[src/rtl/ota_out_decimator.sv]
// Sampling front end for the digital OTA comparator: synchronize, debounce, then
// report ones-density and level-toggle counts per 2^WIN_LOG2-sample window.
module ota_out_decimator #(
  parameter int SYNC_STAGES = 2,
  parameter int WIN_LOG2    = 8,
  parameter int DEB_LEN     = 3
) (
  input  logic                clk,
  input  logic                rst,
  input  logic                en,
  input  logic                ota_in,
  output logic [WIN_LOG2-1:0] density,
  output logic [7:0]          edges,
  output logic                density_valid,
  input  logic                density_ready,
  output logic                level,
  output logic                overrun,
  input  logic                clr_ovr
);

  typedef enum logic {
    IDLE = 1'b0,
    RUN  = 1'b1
  } state_t;

  localparam logic [3:0]          DEB_LAST = 4'(DEB_LEN - 1);
  localparam logic [WIN_LOG2-1:0] WIN_ONE  = WIN_LOG2'(1);
  localparam logic [WIN_LOG2-1:0] DEN_MAX  = {WIN_LOG2{1'b1}};

  // ---------------------------------------------------------------- synchronizer
  logic [SYNC_STAGES-1:0] sync_reg;
  logic                   s;

  always_ff @(posedge clk or posedge rst) begin
    if (rst) begin
      sync_reg[0] <= 1'b0;
    end else begin
      sync_reg[0] <= ota_in;
    end
  end

  for (genvar gi = 1; gi < SYNC_STAGES; gi++) begin : g_sync
    always_ff @(posedge clk or posedge rst) begin
      if (rst) begin
        sync_reg[gi] <= 1'b0;
      end else begin
        sync_reg[gi] <= sync_reg[gi-1];
      end
    end
  end

  assign s = sync_reg[SYNC_STAGES-1];

  // ---------------------------------------------------------------- debouncer
  logic       level_reg;
  logic       level_d_reg;
  logic [3:0] deb_cnt_reg;

  // level flips on the DEB_LEN-th consecutive disagreeing sample
  always_ff @(posedge clk or posedge rst) begin
    if (rst) begin
      level_reg   <= 1'b0;
      level_d_reg <= 1'b0;
      deb_cnt_reg <= 4'd0;
    end else begin
      level_d_reg <= level_reg;
      if (s != level_reg) begin
        if (deb_cnt_reg == DEB_LAST) begin
          level_reg   <= ~level_reg;
          deb_cnt_reg <= 4'd0;
        end else begin
          deb_cnt_reg <= deb_cnt_reg + 4'd1;
        end
      end else begin
        deb_cnt_reg <= 4'd0;
      end
    end
  end

  // ---------------------------------------------------------------- window accumulation
  state_t              state_reg;
  logic [WIN_LOG2-1:0] win_cnt_reg;
  logic [WIN_LOG2:0]   ones_reg;
  logic [7:0]          tog_reg;
  logic [WIN_LOG2-1:0] density_reg;
  logic [7:0]          edges_reg;
  logic                valid_reg;
  logic                overrun_reg;

  logic [WIN_LOG2-1:0] win_cnt_next;
  logic [WIN_LOG2:0]   ones_next;
  logic [7:0]          tog_next;
  logic [WIN_LOG2-1:0] density_sat;
  logic                level_chg;
  logic                win_last;
  logic                win_close;

  always_comb begin
    level_chg    = level_reg != level_d_reg;
    win_cnt_next = win_cnt_reg + WIN_ONE;
    ones_next    = ones_reg + {{WIN_LOG2{1'b0}}, s};
    tog_next     = tog_reg;
    if (level_chg && (tog_reg != 8'hFF)) begin
      tog_next = tog_reg + 8'd1;
    end
    // ones can reach exactly 2^WIN_LOG2; only the reported value is clamped
    density_sat = ones_next[WIN_LOG2] ? DEN_MAX : ones_next[WIN_LOG2-1:0];
    win_last    = win_cnt_reg == DEN_MAX;
    win_close   = (state_reg == RUN) && en && win_last;
  end

  always_ff @(posedge clk or posedge rst) begin
    if (rst) begin
      state_reg   <= IDLE;
      win_cnt_reg <= '0;
      ones_reg    <= '0;
      tog_reg     <= 8'd0;
      density_reg <= '0;
      edges_reg   <= 8'd0;
      valid_reg   <= 1'b0;
      overrun_reg <= 1'b0;
    end else begin
      case (state_reg)
        IDLE: begin
          win_cnt_reg <= '0;
          ones_reg    <= '0;
          tog_reg     <= 8'd0;
          if (en) begin
            state_reg <= RUN;
          end
        end
        RUN: begin
          if (!en || win_last) begin
            // partial windows are dropped; completed ones restart with no gap
            win_cnt_reg <= '0;
            ones_reg    <= '0;
            tog_reg     <= 8'd0;
            if (!en) begin
              state_reg <= IDLE;
            end
          end else begin
            win_cnt_reg <= win_cnt_next;
            ones_reg    <= ones_next;
            tog_reg     <= tog_next;
          end
        end
        default: begin
          state_reg <= IDLE;
        end
      endcase

      if (win_close) begin
        density_reg <= density_sat;
        edges_reg   <= tog_next;
        valid_reg   <= 1'b1;
      end else if (valid_reg && density_ready) begin
        valid_reg <= 1'b0;
      end

      // a fresh overrun takes priority over a simultaneous clear
      if (win_close && valid_reg && !density_ready) begin
        overrun_reg <= 1'b1;
      end else if (clr_ovr) begin
        overrun_reg <= 1'b0;
      end
    end
  end

  assign density       = density_reg;
  assign edges         = edges_reg;
  assign density_valid = valid_reg;
  assign level         = level_reg;
  assign overrun       = overrun_reg;

endmodule

[config.mk]
export PLATFORM = sky130hd
export DESIGN_NAME = ota_out_decimator
export DESIGN_NICKNAME = d
export VERILOG_FILES = /design/src/rtl/ota_out_decimator.sv
export SDC_FILE = /design/constraint.sdc
export NUM_CORES = 1
export LEC_CHECK = 0
export ABC_AREA = 1
export ABC_CLOCK_PERIOD_IN_PS = 4700
export CORE_MARGIN = 2
export CORE_UTILIZATION = 60
export CTS_CLUSTER_SIZE = 8
export DETAILED_ROUTE_END_ITERATION = 12
export MAX_ROUTING_LAYER = met4
export PLACE_DENSITY = 0.94
export SLEW_MARGIN = 20
export SYNTH_ARGS = -nofsm -noshare
export SYNTH_HDL_FRONTEND = slang
export SYNTH_SLANG_ARGS = --single-unit
[constraint.sdc]
create_clock -name clk -period 4.7 [get_ports clk]
set_input_delay 0.47 -clock clk [delete_from_list [all_inputs] [get_ports clk]]
set_output_delay 0.47 -clock clk [all_outputs]
set_load 0.01 [all_outputs]
==> results of run 1 <==
## synth_stat cells (all sizes together) (4+ instances only)
cell type  count
nor2          37
nand3         20
nand2        103
buf            5
o21ai          8
inv           33
xnor2          4
xor2           5
dfrtp         52
nand4          4
ha             6
nor3           6
## cells by family (layout without fill, tap and decap cells)
family	after synthesis	count (layout)	synth area share [%]
flip-flops	52	52	54.2
AND/OR/NAND/NOR	172	172	29.8
AO/OA/AOI/OAI	10	10	2.61
XOR/XNOR	9	9	3.28
buffers and inverters	39	65	6.98
adder cells (fa/ha/maj)	6	6	3.13
## worst max path at each step
stage              startpoint             end  slack [ns]  cells past startpoint
6_report       win_cnt_reg[0]        edges[0]        2.92                      8
5_1_grt        win_cnt_reg[0]        edges[0]        2.70                      8
2_1_floorplan             rst  deb_cnt_reg[0]        2.97                      1
3_3_place_gp               en  win_cnt_reg[2]        2.74                      5
3_5_place_dp               en  win_cnt_reg[2]        2.64                      5
4_1_cts        win_cnt_reg[0]  win_cnt_reg[2]        2.89                      6
## per-layer routing
layer	track usage (%)	vias to the layer above	wire (um)
met3	7.00	18	219
met1	28.3	868	1980
li1	-	938	-
met5	-	-	0
met2	38.1	63	2180
met4	8.42	0	100
## worst reg2reg max path, stage by stage, from the launching register on
cell and delay (ns):
dfrtp_1 0.38, ha_1 0.17, nand2_1 0.09, nor2_2 0.14, nand2_2 0.10, nor2_4 0.33, inv_2 0.26, nand2_1 0.15
o21ai_2 0.06
## cell type report
| cell class | instances | area share, % |
|---|---|---|
| clock buffer | 6 | 2.97 |
| clock inverter | 2 | 1.40 |
| inverter | 33 | 4.50 |
| multi-input combinational | 197 | 33.5 |
| sequential | 52 | 46.8 |
| tap | 48 | 2.16 |
| timing repair buffer | 24 | 8.64 |
## report_power, final
group          switching (uW)  internal [uW]
clock network             145            174
registers                21.7            471
logic                    86.3           44.0
total                     253            689
## stage by stage
stage / area [um2] / util, % / std cells
finish: 2780 / 74.3 / 362
global route: 2780 / 74.3 / 362
CTS: 2780 / 74.2 / 362
detailed placement: 2660 / 71.0 / 354
global placement: 2660 / 71.0 / 354
floorplan: 2400 / - / 288
==> flow_metrics.py, run 1 <==
metrics = {
    "worst_hold_path": {
        "hp-class": "reg2reg",
        "hold_path_depth": 0,
        "hold_end": "s",
        "hold_start": "sync_reg[0]",
    },
    "yosys": {
        "yosys_warnings": 0,
        "synth_area_leader_cell": "dfrtp_1",
        "yosys_most_used_dff": "dfrtp_1",
        "syn_inst": 288,
        "synth_cell_type_count": 25,
        "synth_nets": 300,
        "avgSynthCellArea_um2": 8.34,
        "syn-cell-area_um2": 2400,
        "synth-seq-cells": 52,
        "ys_seq_area_share_pct": 54.2,
        "synthArstFlopShare_pct": 100,
        "yosys-top-cells-area": "dfrtp_1, nand2_1, nor2_1, inv_1, nand3_1",
        "synth_enable_flop_cells": 0,
        "synth_top_area_share_pct": 54.2,
    },
    "cts": {
        "cts_buffer_depth": 2,
        "clock-sinks": 52,
        "post_cts_buffers": 0,
        "cts_root_buf": "clkbuf_8",
        "ctsResizeCount": 0,
        "cts_tree": "yes",
        "postCtsHoldBufs": 0,
        "clkTransAtPathRegs_ns": 0.10,
        "h-tree-depth": 2,
        "numCtsBuffers": 5,
        "insertion_delay_ns": 0.31,
    },
    "setup_path": {
        "timing.rr.end": "edges[0]",
        "crit_fanout": 20,
        "start_kind": "flop",
        "path_class": "reg2reg",
        "worst-path-buf-inv": 1,
        "cp_slowest_stage_delay_ns": 0.38,
        "crit_path_frequent_cell": "nand2_1",
        "cp.required_ns": 4.90,
        "worstPathCellList": "ha_1 > nand2_1 > nor2_2 > nand2_2 > nor2_4 > inv_2 > nand2_1 > o21ai_2",
        "ff2ff_setup_slack_ns": 2.92,
        "cp.arrival_ns": 1.99,
        "critPathCaptureType": "flop",
        "r2r-start": "win_cnt_reg[0]",
        "reg2reg_depth": 8,
        "slowest_stage": "dfrtp_1",
        "crit_family": "simple AND/OR/NAND/NOR gates",
    },
    "grt": {
        "antenna_found_initial": 0,
        "grt_pass1_vias": 1791,
        "track_usage_pct": 23.6,
        "overflow": 0,
        "grt_pass1_wl_um": 7670,
        "grt_start_max_net_pins": 53,
    },
    "die": {
        "design.core.area_um2": 3740,
        "row_count": 22,
        "io_pins": 25,
        "die_h_um": 67.3,
        "dieArea_um2": 4520,
        "initial_utilization_pct": 64.1,
        "die_width_um": 67.3,
    },
    "placement": {
        "dp_slack_ns": 2.64,
        "hpwlAfterDp_um": 3080,
        "port-buffer-count": 24,
        "gp_congestion": 0.916,
    },
    "finish": {
        "final.fill_count": 288,
        "drive_above_1_share_pct": 6.05,
        "seqCellArea_um2": 1300,
        "area_growth_pct": 15.8,
        "diodes": 0,
        "multi_input_area_um2": 932,
        "nNetsFinal": 325,
        "layout.cells.most_common": "nand2_1",
        "final_cell_mix": "nand2_1, dfrtp_1, nor2_1",
        "largest_reg_flops": 9,
    },
    "pwr": {
        "finalPower_uw": 942,
        "p_per_area_nw_per_um2": 339,
        "leakage_uw": 0.00138,
        "vdd.ir_drop.worst_mv": 0.297,
    },
    "drt": {
        "num_vias": 1887,
        "routed_wl_um": 4480,
        "ant_nets": 0,
        "drc": 0,
        "via_per_inst": 5.21,
        "first_pass_iters": 4,
        "wl_per_cell_um": 12.4,
        "drt_first_iter_violations": 157,
    },
    "timing": {
        "period_needed_ns": 1.78,
        "hold_slack_ns": 0.361,
        "fin_ws_ns": 2.92,
        "setup_violations": 0,
        "rsz0062_at_grt": "false",
        "max_freq_mhz": 561,
        "drv_slew": 0,
        "final.setup_skew_ns": 0.00870,
        "setup-tns-final_ns": 0,
        "finalHoldViolations": 0,
        "worst_pin_slew_ns": 0.851,
        "period_share_pct": 37.9,
        "max_slew_margin_pct": 43.2,
    },
    "flow_run": {
        "cap_violations": 0,
    },
    "outcome": {
        "status": "finished clean",
    },
}
Power figures use the tool's default switching activity.
==> run 2: changes to the inputs <==
- ABC_CLOCK_PERIOD_IN_PS: 4700 -> 1700
- CORE_UTILIZATION: 60 -> 56
- PLACE_DENSITY: 0.94 -> 0.89
- clock period: 4.7 -> 1.7 ns (I/O delays scaled with it)
==> run 2 against run 1 <==
Compared with the run above: global-route usage decreased by 2.9 points; total power rose to 2.7 times the previous value; design area rose by 1.7%; non-clock buffer count increased by 5; sequential cell count is the same; clock power is 130% higher; final cell count rose by 1.9%; first-iteration DRC count fell by 22%; critical endpoint is now density[5]; largest cell class unchanged; highest routed layer unchanged.
==> flow_metrics.py, run 2 (same netlist as run 1, synthesis figures left out) <==
metrics = {
    "drt": {
        "routed_wl_um": 4530,
        "drc": 0,
        "first_pass_iters": 4,
        "ant_nets": 0,
        "via_per_inst": 5.20,
        "num_vias": 1919,
        "drt_first_iter_violations": 122,
        "wl_per_cell_um": 12.3,
    },
    "cts": {
        "ctsResizeCount": 0,
        "cts_tree": "yes",
        "h-tree-depth": 2,
        "postCtsHoldBufs": 0,
        "cts_buffer_depth": 2,
        "clkTransAtPathRegs_ns": 0.10,
        "clock-sinks": 52,
        "numCtsBuffers": 5,
        "insertion_delay_ns": 0.32,
        "cts_root_buf": "clkbuf_8",
        "post_cts_buffers": 0,
    },
    "setup_path": {
        "crit_fanout": 9,
        "path_class": "reg2reg",
        "slowest_stage": "dfrtp_1",
        "reg2reg_depth": 10,
        "critPathCaptureType": "flop",
        "timing.rr.end": "density[5]",
        "worstPathCellList": "ha_1 > ha_1 > nand3_1 > inv_1 > nand2_1 > nand2_1 > nand2_4 > nand2_1 > nand2_1 > nand2_1",
        "cp_slowest_stage_delay_ns": 0.41,
        "crit_family": "simple AND/OR/NAND/NOR gates",
        "crit_path_frequent_cell": "nand2_1",
        "cp.required_ns": 1.92,
        "cp.arrival_ns": 1.79,
        "worst-path-buf-inv": 1,
        "r2r-start": "s",
        "start_kind": "flop",
        "ff2ff_setup_slack_ns": 0.13,
    },
    "finish": {
        "diodes": 0,
        "final_core_util_pct": 69.7,
        "fin_area_um2": 2830,
        "nNetsFinal": 330,
        "layout.cells.most_common": "nand2_1",
        "area_growth_pct": 17.8,
        "final_cell_mix": "nand2_1, dfrtp_1, nor2_1",
        "largest_reg_flops": 9,
        "drive_above_1_share_pct": 8.46,
    },
    "pwr": {
        "finalPower_uw": 2520,
        "leakage_uw": 0.00139,
        "p_sw_uw": 756,
        "p_per_area_nw_per_um2": 890,
        "switching_share_pct": 30.1,
        "power_frac_clock_pct": 29.3,
        "internal_power_uw": 1760,
        "vdd.ir_drop.worst_mv": 0.846,
        "p_seq_share_pct": 54.6,
        "p_comb_share_pct": 16.1,
    },
    "timing": {
        "final.setup_skew_ns": 0.0134,
        "finalHoldViolations": 0,
        "period_share_pct": 92.6,
        "max_slew_margin_pct": 73.9,
        "drv_slew": 0,
        "max_freq_mhz": 635,
        "period_needed_ns": 1.57,
        "worst_pin_slew_ns": 0.391,
        "setup_violations": 0,
    },
    "grt": {
        "grt_pass1_wl_um": 7710,
        "track_usage_pct": 20.7,
        "antenna_found_initial": 0,
        "overflow": 0,
        "grt_start_max_net_pins": 53,
        "grt_pass1_vias": 1802,
    },
    "placement": {
        "post_dp_cell_area_um2": 2710,
        "hpwlAfterDp_um": 3210,
        "gp_congestion": 0.790,
        "port-buffer-count": 24,
    },
    "die": {
        "initial_utilization_pct": 59.2,
        "io_pins": 25,
        "design.core.area_um2": 4060,
        "die_width_um": 69.5,
        "dieArea_um2": 4830,
        "die_h_um": 69.5,
        "row_count": 23,
    },
    "outcome": {
        "status": "finished clean",
    },
    "flow_run": {
        "cap_violations": 0,
    },
    "worst_hold_path": {
        "hp-class": "in2async",
    },
}
[run 2: how the worst max path moves through the flow]
stage               start  depth (start not counted)  slack, ns    endpoint
global placement        s                         10       0.11  density[7]
finish                  s                         10       0.13  density[5]
global route            s                         10      -0.02  density[5]
floorplan               s                         10       0.21  density[6]
detailed placement      s                         10       0.02  density[1]
CTS                     s                         10      0.005  density[1]
[run 2: power groups by stage]
stage / Combinational [uW] / Sequential (uW) / Clock (uW)
after floorplan: 255 / 1380 / 0
after CTS: 393 / 1370 / 746
after global placement: 370 / 1390 / 0
after detailed placement: 390 / 1390 / 0
after global routing: 456 / 1380 / 808
final: 404 / 1370 / 738
[run 2: worst reg2reg max path: cells and delay by family (launching register included)]
kind / cells / cell delay [ns]
fa+ha+maj: 2 / 0.42
flops: 1 / 0.41
buf+inv: 1 / 0.07
simple gates: 7 / 0.58
[run 2: through the flow]
step,setup WS (ns),std cells,TNS (ns),hold slack (ns)
floorplan,0.206,288,0,0.201
global placement,0.107,361,0,0.340
detailed placement,0.0150,361,0,0.340
CTS,0.00541,369,0,0.221
finish,0.125,369,0,0.207
global route,-0.0208,369,-0.0208,0.245
[run 2: cell type report]
class / count / area, um2
clock inverters: 3 / 26.3
flip-flops and latches: 52 / 1300
repair buffers: 29 / 290
well taps: 50 / 62.6
multi-input cells: 197 / 955
inverters: 33 / 124
fillers: 321 / 1230
clock buffers: 5 / 68.8
[run 2: routing by layer]
metal	part of all wire (%)	global-route usage [%]
met1	42	22.6
met2	52	36.6
met3	4.0	4.94
met4	2.6	7.41
met5	0	-
==> patch: new RTL, flow settings as in run 2 <==
Change the parameter `SYNC_STAGES` from 2 to 4.
--- a/src/rtl/ota_out_decimator.sv
+++ b/src/rtl/ota_out_decimator.sv
@@ -3,3 +3,3 @@
 module ota_out_decimator #(
-  parameter int SYNC_STAGES = 2,
+  parameter int SYNC_STAGES = 4,
   parameter int WIN_LOG2    = 8,
Formal check against the unedited RTL: not equivalent (Yosys sat finds a counterexample within 10 cycles, from zero or initial values and one cycle with rst high).
==> patch against run 2 <==
  * Sequential cell count rose by 2
  * Area after synthesis rose by 3.6%
  * Final area rose by 4.3%
  * Hold slack got worse by 0.00085 ns
  * Global-route usage rose by 0.65 points
  * Total power rose by 2.5%
  * Cell count rose by 2.2%
  * Count of clock-buffer cells in the layout rose by 2
  * Synthesized cell count rose by 0.35%
  * Combinational power fell by 8.4%
  * Wire length fell by 0.49%
  * Utilization fell by 1.5 points
  * Setup slack got worse by 0.038 ns
  * Critical endpoint is now density[7]
  * Clock skew fell by 0.0052 ns
==> patch: results (changes against run 2) <==
status: "complete, no violations"
fillers: 338  # +5.3%
grt_pass1_vias: 1897  # +5.3%
synth_top_cells_by_count: "nand2_1, dfrtp_1, nor2_1"
leakagePower_nw: 1.452  # +4.4%
finalNonFillerCells: 377  # +2.2%
vias: 1894  # -1.3%
fin_worst_skew_ns: 0.008229  # -0.005201 ns
drt_iter0_markers: 135  # +11%
slew-limit-headroom: 0.7476  # +0.008972
synth.area.top_cells: "dfrtp_1, nand2_1, nor2_1, inv_1, nand3_1"
wl_microns: 4511  # -0.49%
synth.net_count: 302  # +0.67%
syn_inst: 289  # +0.35%
layout-drive-gt1-share: 0.1015  # +0.01690
grt_pass1_wl_microns: 8135  # +5.5%
layout.nets: 337  # +2.1%
cp_max_fo: 7  # -2
ys_types: 29  # +16%
grt_usage: 0.2135  # +0.006525
crit_arrival_ns: 1.83  # +0.04 ns
yosysSeqAreaShare: 0.5430  # +0.001037
dp_cells: 365  # +1.1%
hpwlAfterDp_microns: 3099  # -3.4%
grt_max_degree: 55  # +3.8%
path_delay_family: "simple AND/OR/NAND/NOR gates"
## patch: cell types whose count changed in the layout (fill, tap and decap cells not counted), sizes merged, moves of 2 or more
cell and change:
nand2 -11, clkinvlp -2, o21ai -3, nor2 +4, clkbuf +2, xor2 +4
dfrtp +2, buf +5, nand3 -2, a21oi +2
## patch: final timing paths
kind	startpoint	to	slack [ns]	depth (start not counted)
setup / recovery	win_cnt_reg[0]	density[7]	0.09	9
hold / removal	rst	deb_cnt_reg[2]	0.21	3
setup reg to reg	win_cnt_reg[0]	density[7]	0.09	9
hold reg to reg	sync_reg[0]	sync_reg[1]	0.36	0
max in group asynchronous	rst	density_valid	1.24	3
min in group clk	ota_in	sync_reg[0]	0.28	1
## patch: logic make-up after synthesis
logic type / share of synthesized area
and+or+nand+nor: 0.2851
DFF: 0.5430
buffers and inverters: 0.07340
xor gates and xnor gates: 0.04224
AOI/OAI and AO/OA: 0.02112
adders and majority gates: 0.03519
## patch: layer usage
layer  wire length [microns]  up-vias  part of all wire  track usage
li1                        -      956                 -            -
met1                    1983      876              0.44       0.2643
met2                    2218       56              0.49       0.3501
met3                     266        6             0.059      0.05271
met4                      42        0            0.0093      0.06499
met5                       0        -                 0            -
## patch: where the power goes
group          switching, mW  total [mW]  internal (mW)
sequential            0.0608        1.41           1.35
combinational          0.227       0.370          0.143
clock                  0.422       0.796          0.374
total                  0.710        2.58           1.87
## patch: final cells by class
type                    instances  area (sq um)  share of cell area
clock buffers                   7         96.34             0.03265
clock inverters                 1         8.758            0.002969
multi-input cells             194         967.2              0.3278
flip-flops and latches         54          1351              0.4580
well taps                      52         65.06             0.02205
inverters                      35         133.9             0.04538
repair buffers                 34         327.8              0.1111
## patch: timing repair
item / 4_1_cts / 5_1_grt
setup buffers: 0 / 4
endpoints found under the setup margin: 0 / 17
gates resized for setup: 0 / 6
endpoints found under the hold margin: 0 / 0
## patch: per-stage QoR
| stage | area, sq um | power [mW] | worst slack, ns | utilization |
|---|---|---|---|---|
| floorplan | 2489 | 1.700 | 0.2154 | - |
| global placement | 2803 | 1.796 | 0.1321 | 0.6481 |
| detailed placement | 2803 | 1.810 | 0.06339 | 0.6481 |
| CTS | 2908 | 2.595 | 0.02578 | 0.6725 |
| global route | 2950 | 2.725 | 0.0009508 | 0.6823 |
| finish | 2950 | 2.580 | 0.08758 | 0.6823 |
## patch: worst register-to-register path: stages (launching register included)
cell	delay, ns
dfrtp_1	0.40
ha_1	0.22
nand2_1	0.14
nor2_4	0.06
nand2_2	0.13
nor2_8	0.08
buf_4	0.14
or2_2	0.26
inv_1	0.05
nor2_1	0.03
